$ cat src/rtl/bcd_pkg.sv
// Shared types and constants for the sequential binary-to-BCD converter.
package bcd_pkg;

    localparam int DIGIT_W        = 4;
    localparam int DIGITS_DEFAULT = 8;

    typedef enum logic {S_IDLE, S_SHIFT} state_t;

    // Largest value representable in 'digits' BCD digits: 10^digits - 1.
    function automatic longint unsigned max_bcd_val(input int digits);
        longint unsigned v;
        v = 64'd1;
        for (int unsigned i = 0; i < 32'(digits); i++) begin
            v = v * 64'd10;
        end
        return v - 64'd1;
    endfunction

endpackage

$ cat src/rtl/bcd_add3.sv
// One double-dabble digit correction: digits of 5 or more get +3 before the shift.
module bcd_add3
    import bcd_pkg::*;
(
    input  logic [DIGIT_W-1:0] d_i,
    output logic [DIGIT_W-1:0] q_o
);

    always_comb begin
        q_o = d_i;
        if (d_i >= DIGIT_W'(5)) begin
            q_o = d_i + DIGIT_W'(3);
        end
    end

endmodule

$ cat src/rtl/bin2bcd_seq.sv
// Sequential shift-add-3 binary-to-BCD converter, one input bit per clock.
// Optional signed input via macro BIN2BCD_SIGN_EN (two's complement, magnitude + neg flag).
module bin2bcd_seq
    import bcd_pkg::*;
#(
    parameter int BIN_W  = 26,
    parameter int DIGITS = DIGITS_DEFAULT
) (
    input  logic                      clk,
    input  logic                      rst,
    input  logic                      start,
    input  logic [BIN_W-1:0]          bin,
    output logic                      busy,
    output logic                      done,
    output logic [DIGIT_W*DIGITS-1:0] bcd,
    output logic                      neg
);

    localparam int WORK_W = DIGIT_W * DIGITS;
    localparam int CNT_W  = $clog2(BIN_W + 1);

`ifdef BIN2BCD_SIGN_EN
    if ((64'd1 << (BIN_W - 1)) > max_bcd_val(DIGITS)) begin : g_range_err
        $error("bin2bcd_seq: 2^(BIN_W-1) exceeds 10^DIGITS-1");
    end
`else
    if (((64'd1 << BIN_W) - 64'd1) > max_bcd_val(DIGITS)) begin : g_range_err
        $error("bin2bcd_seq: 2^BIN_W-1 exceeds 10^DIGITS-1");
    end
`endif

    state_t              state_q, state_d;
    logic [CNT_W-1:0]    cnt_q,   cnt_d;
    logic [BIN_W-1:0]    shift_q, shift_d;
    logic [WORK_W-1:0]   work_q,  work_d;
    logic [WORK_W-1:0]   bcd_q,   bcd_d;
    logic                done_q,  done_d;
    logic [WORK_W-1:0]   work_adj;
    logic [WORK_W-1:0]   work_shl;
    logic [BIN_W-1:0]    mag;

`ifdef BIN2BCD_SIGN_EN
    logic sign_q, sign_d;
    logic neg_q,  neg_d;

    // Unsigned BIN_W-bit negate, so the most negative input yields 2^(BIN_W-1).
    assign mag = bin[BIN_W-1] ? -bin : bin;
    assign neg = neg_q;
`else
    assign mag = bin;
    assign neg = 1'b0;
`endif

    for (genvar g = 0; g < DIGITS; g++) begin : g_digit
        bcd_add3 u_add3 (
            .d_i (work_q  [g*DIGIT_W +: DIGIT_W]),
            .q_o (work_adj[g*DIGIT_W +: DIGIT_W])
        );
    end

    assign work_shl = {work_adj[WORK_W-2:0], shift_q[BIN_W-1]};

    assign busy = (state_q == S_SHIFT);
    assign done = done_q;
    assign bcd  = bcd_q;

    always_comb begin
        state_d = state_q;
        cnt_d   = cnt_q;
        shift_d = shift_q;
        work_d  = work_q;
        bcd_d   = bcd_q;
        done_d  = 1'b0;
`ifdef BIN2BCD_SIGN_EN
        sign_d  = sign_q;
        neg_d   = neg_q;
`endif
        case (state_q)
            S_IDLE: begin
                if (start) begin
                    state_d = S_SHIFT;
                    shift_d = mag;
                    work_d  = '0;
                    cnt_d   = '0;
`ifdef BIN2BCD_SIGN_EN
                    sign_d  = bin[BIN_W-1];
`endif
                end
            end
            S_SHIFT: begin
                shift_d = {shift_q[BIN_W-2:0], 1'b0};
                work_d  = work_shl;
                cnt_d   = cnt_q + 1'b1;
                if (cnt_q == CNT_W'(BIN_W - 1)) begin
                    state_d = S_IDLE;
                    bcd_d   = work_shl;
                    done_d  = 1'b1;
`ifdef BIN2BCD_SIGN_EN
                    neg_d   = sign_q;
`endif
                end
            end
        endcase
    end

    always_ff @(posedge clk) begin
        if (rst) begin
            state_q <= S_IDLE;
            cnt_q   <= '0;
            shift_q <= '0;
            work_q  <= '0;
            bcd_q   <= '0;
            done_q  <= 1'b0;
`ifdef BIN2BCD_SIGN_EN
            sign_q  <= 1'b0;
            neg_q   <= 1'b0;
`endif
        end else begin
            state_q <= state_d;
            cnt_q   <= cnt_d;
            shift_q <= shift_d;
            work_q  <= work_d;
            bcd_q   <= bcd_d;
            done_q  <= done_d;
`ifdef BIN2BCD_SIGN_EN
            sign_q  <= sign_d;
            neg_q   <= neg_d;
`endif
        end
    end

endmodule

$ cat config.mk
export PLATFORM = sky130hd
export DESIGN_NAME = bin2bcd_seq
export DESIGN_NICKNAME = d
export VERILOG_FILES = /design/src/rtl/bcd_pkg.sv /design/src/rtl/bcd_add3.sv /design/src/rtl/bin2bcd_seq.sv
export SDC_FILE = /design/constraint.sdc
export NUM_CORES = 1
export LEC_CHECK = 0
export ABC_AREA = 1
export CORE_ASPECT_RATIO = 0.75
export CORE_MARGIN = 10
export CORE_UTILIZATION = 35
export DETAILED_ROUTE_END_ITERATION = 6
export SLEW_MARGIN = 20
export SYNTH_ARGS = -nofsm -noshare
export SYNTH_HDL_FRONTEND = slang
export SYNTH_HIERARCHICAL = 1
export SYNTH_SLANG_ARGS = --single-unit
$ cat constraint.sdc
create_clock -name clk -period 1.6 [get_ports clk]
set_input_delay 0.32 -clock clk [delete_from_list [all_inputs] [get_ports clk]]
set_output_delay 0.32 -clock clk [all_outputs]
set_load 0.1 [all_outputs]
Word level (Yosys, flattened, before mapping)
Cells that the tools add are included.
{ "classes": {"n_addsub": 9, "n_lt_le_gt_ge": 8, "eq_ne": 2, "muxes": 18, "bitwise_logic": 1, "reduce_logical": 2} }
{ "ops": {"columns": ["op", "count"], "rows": [
  ["32-bit one-hot mux with 2 select lines", 1],
  ["26-bit one-hot mux with 2 select lines", 1],
  ["4-bit by 3-bit greater-or-equal comparator with 1-bit output, second input constant", 8],
  ["32-bit 2-to-1 mux", 1],
  ["4-bit by 2-bit adder with 4-bit output, second input constant", 7],
  ["4-bit 2-to-1 mux", 7],
  ["26-bit 2-to-1 mux", 1],
  ["5-bit one-hot mux with 2 select lines", 1],
  ["5-bit by 1-bit adder with 5-bit output, second input constant", 1],
  ["5-bit equality test, second input constant", 1],
  ["5-bit 2-to-1 mux", 1],
  ["3-bit by 2-bit adder with 3-bit output, second input constant", 1],
  ["1-bit 2-to-1 mux", 3],
  ["3-bit 2-to-1 mux", 1],
  ["2-bit != test, second input constant", 1],
  ["1-bit one-hot mux with 2 select lines", 1],
  ["2-bit AND reduction", 1],
  ["2-bit OR reduction", 1],
  ["1-bit NOT", 1]
]} }
{ "word_totals": {"reg_bits": 97, "inputBits": 29, "word_cells": 46} }

Logic depth before layout (Yosys ltp)
{ "depth": {"word_depth": 3, "depth_mapped": 9, "mapped_depth_nobuf": 9} }

By module
Netlist, hierarchy kept.
{ "modules_own_cells": {"columns": ["mod", "instances", "cells_each", "area_per_inst_um2", "seq_area_each_um2"], "rows": [
  ["bin2bcd_seq", 1, 529, 3916.3, 1941.9],
  ["bcd_add3", 8, 23, 135.1, 0.0]
]} }

Worst setup path after synthesis
OpenSTA, ideal clock, no wires.
{ "synth_path": {"path_kind": "register -> register", "start": "reg state_q, in the netlist busy", "end": "reg bcd_q[10], in the netlist bcd[10]", "setup_time_ns": 0.119, "arrival_ns": 1.784, "t_required_ns": 1.481, "setup_slack_ns": -0.303, "path_stages_with_launch": 8, "path_buffers": 2, "period_less_slack_ns": 1.903, "path_cell_list": "dfxtp_1 > buf_4 > nand2_4 > nor2_8 > nand2_4 > buf_4 > nand3_1 > nand2_1"} }
{ "synth_via": {"elab_chain_cells": 1} }
{ "synth_rtl": {"columns": ["item", "line", "text"], "rows": [
  ["start: declaration", "bin2bcd_seq.sv:32", "state_t state_q, state_d;"],
  ["start signal: assignment", "bin2bcd_seq.sv:119", "state_q <= state_d;"],
  ["2-bit AND reduction (no line)", null, null],
  ["end signal: assignment", "bin2bcd_seq.sv:112", "bcd_q <= '0;"],
  ["end signal: assignment", "bin2bcd_seq.sv:123", "bcd_q <= bcd_d;"],
  ["end: declaration", "bin2bcd_seq.sv:36", "logic [WORK_W-1:0] bcd_q, bcd_d;"]
]} }
Every way passes these cells.
A chain may end at the register's enable or synchronous reset.

Worst setup path after layout
{ "layout_path": {"start": "reg state_q, in the netlist busy", "end": "out busy"} }
{ "layout_lines": {"columns": ["item", "line", "text"], "rows": [
  ["end: declaration", "bin2bcd_seq.sv:13", "output logic busy,"]
]} }
No word-level cell between the ends.

==> results.cfg <==
[timing]
final_max_slew_viol_count = 0
clock_skew_ns = 0.003146
hold_viol_final = 0
setup_ws_ns = 0.1223
setup_viol = 0
rsz0062_at_grt = no
fin_crit_ns = 1.478
max_freq_mhz = 676.7
finalSetupTns_ns = 0
fin_hold_ws_ns = 0.4668
timing.final.crit_share_pct = 92.36

[floorplanning]
start_util_pct = 36.03
die_area_um2 = 19420
die_h_um = 123.2
ios = 64
core-area_um2 = 13800
rows = 37
die_w_um = 157.6

[global_routing]
grt_use_total_pct = 12.60
grt_max_degree = 35
antenna_found_initial = 0
grt_overflow = 0
grt_pass1_wl_um = 20600
first_global_vias = 4472

[power_and_ir_drop]
ir_drop_mv = 0.5370
leakage_nw = 2.759
power_density_nw_per_um2 = 777.7

[finish]
antenna-diode-count = 0
nets = 806
syn_to_final_growth_pct = 29.40
fillers = 1355
drive_gt1_share_pct = 16.51
seqCellArea_um2 = 1943
multi_input_area_um2 = 2571
stdcell_count = 938
stdcell_area_um2 = 6432

[min_path]
hold_class = register to register
worst_hold_path.endpoint = shift_q[0]$_SDFFE_PP0P_
whs_path_depth = 2
min-delay-start = shift_q[0]$_SDFFE_PP0P_

[worst_setup_path]
r2r_start = work_q[25]$_SDFFE_PP0P_
worstPathRequired_ns = 1.28
cpPeakStageDelay_ns = 0.59
path_cells = buf_12
critical_path_buf_inv_count = 1
critPathKind = register to output port
crit_fanout = 13
rrSetupSlack_ns = 0.17
crit_family = flip-flops
crit_path_start_kind = register
reg2reg_depth = 9
r2r_end = work_q[26]$_SDFFE_PP0P_
arrival_ns = 1.16
cp-end-kind = output port
cp_slowest_cell = dfxtp_2

[synth]
netlist_area_um2 = 4971
syn_area_per_cell_um2 = 7.021
ys_warn_count = 6
synthCells = 708
synth_nets = 755

[clock_tree]
cts_sinks = 97
cts_setup_buffers = 0
clk_pin_slew_ns = 0.06
cts_root_buf = clkbuf_16
postCtsHoldBufs = 0
insertion_delay_ns = 0.34
htree_levels = 3
tritoncts = done
ctsResizeCount = 0
cts_buffer_depth = 2
cts_buffers = 9

[placement]
routabilityCongestion = 0.8279
pre_cts_ws_ns = 0.02305
io_buffers = 62
place_area_um2 = 6147
placed_cells_incl_taps = 923
place_hpwl_um = 8701

[drt]
drcViolationCount = 0
wl_per_cell_um = 12.68
ant_nets = 0
drt_iter0_markers = 220
wirelength_um = 11900
via_per_inst = 4.877
dr.pass1.iters = 4
dr_total_vias = 4575

[flow_run]
maxCapViolations = 0

[status]
status = finished clean
## per-stage QoR
| stage | util (%) | total power, mW |
|---|---|---|
| floorplan | - | 2.790 |
| global placement | 44.56 | 2.953 |
| detailed placement | 44.56 | 2.961 |
| CTS | 46.63 | 5.072 |
| global route | 46.63 | 5.203 |
| finish | 46.63 | 5.003 |
## cells in the final DEF, fill, tap and decap left out, types with 2 or more instances in the layout
master	instances
nand2_1	230
dfxtp_1	96
nand3_1	89
inv_1	54
buf_12	39
nor2_1	37
a21oi_1	36
nand4_1	32
clkdlybuf4s50_1	28
ha_1	18
nor2_4	17
o21ai_0	16
buf_4	15
inv_2	10
clkbuf_16	9
nand2_2	8
o21ai_2	8
a21oi_2	7
clkinv_2	3
nand2_4	2
or2_2	2
clkinvlp_4	2
## worst max-delay path by stage
stage | start | endpoint | slack (ns) | depth (start not counted)
after floorplan | busy$_SDFF_PP0_ | bcd[10]$_SDFFE_PP0P_ | 0.03 | 7
after global placement | start | shift_q[3]$_SDFFE_PP0P_ | 0.05 | 7
after detailed placement | start | shift_q[7]$_SDFFE_PP0P_ | 0.02 | 7
after CTS | busy$_SDFF_PP0_ | busy | 0.09 | 1
after global routing | busy$_SDFF_PP0_ | cnt_q[1]$_SDFFE_PP0P_ | 0.04 | 3
final | busy$_SDFF_PP0_ | busy | 0.12 | 1
## per-layer routing
| metal | GRT usage (%) | routed length [um] |
|---|---|---|
| met1 | 15.10 | 5519 |
| met2 | 21.46 | 5615 |
| met5 | 0 | 0 |
| met4 | 3.438 | 127 |
| met3 | 3.956 | 635 |
## state kept, by name, indices dropped and copies added, names as in the netlist
name     count
done         1
cnt_q        5
busy         1
work_q      32
bcd         32
shift_q     26
## layout make-up
| type | instances | share of cell area (%) |
|---|---|---|
| Multi-Input combinational cell | 505 | 39.97 |
| Clock inverter | 6 | 0.9337 |
| Clock buffer | 9 | 3.501 |
| Sequential cell | 97 | 30.21 |
| Timing Repair Buffer | 82 | 18.25 |
| Tap cell | 175 | 3.404 |
| Inverter | 64 | 3.735 |
## power by group
part / internal, mW / leakage [nW] / switching [mW]
clock: 1.19 / 0.137 / 0.905
combinational: 0.173 / 1.84 / 0.237
sequential: 2.46 / 0.786 / 0.0348
total: 3.83 / 2.76 / 1.18
No activity file was read; power rests on OpenSTA's default activity.
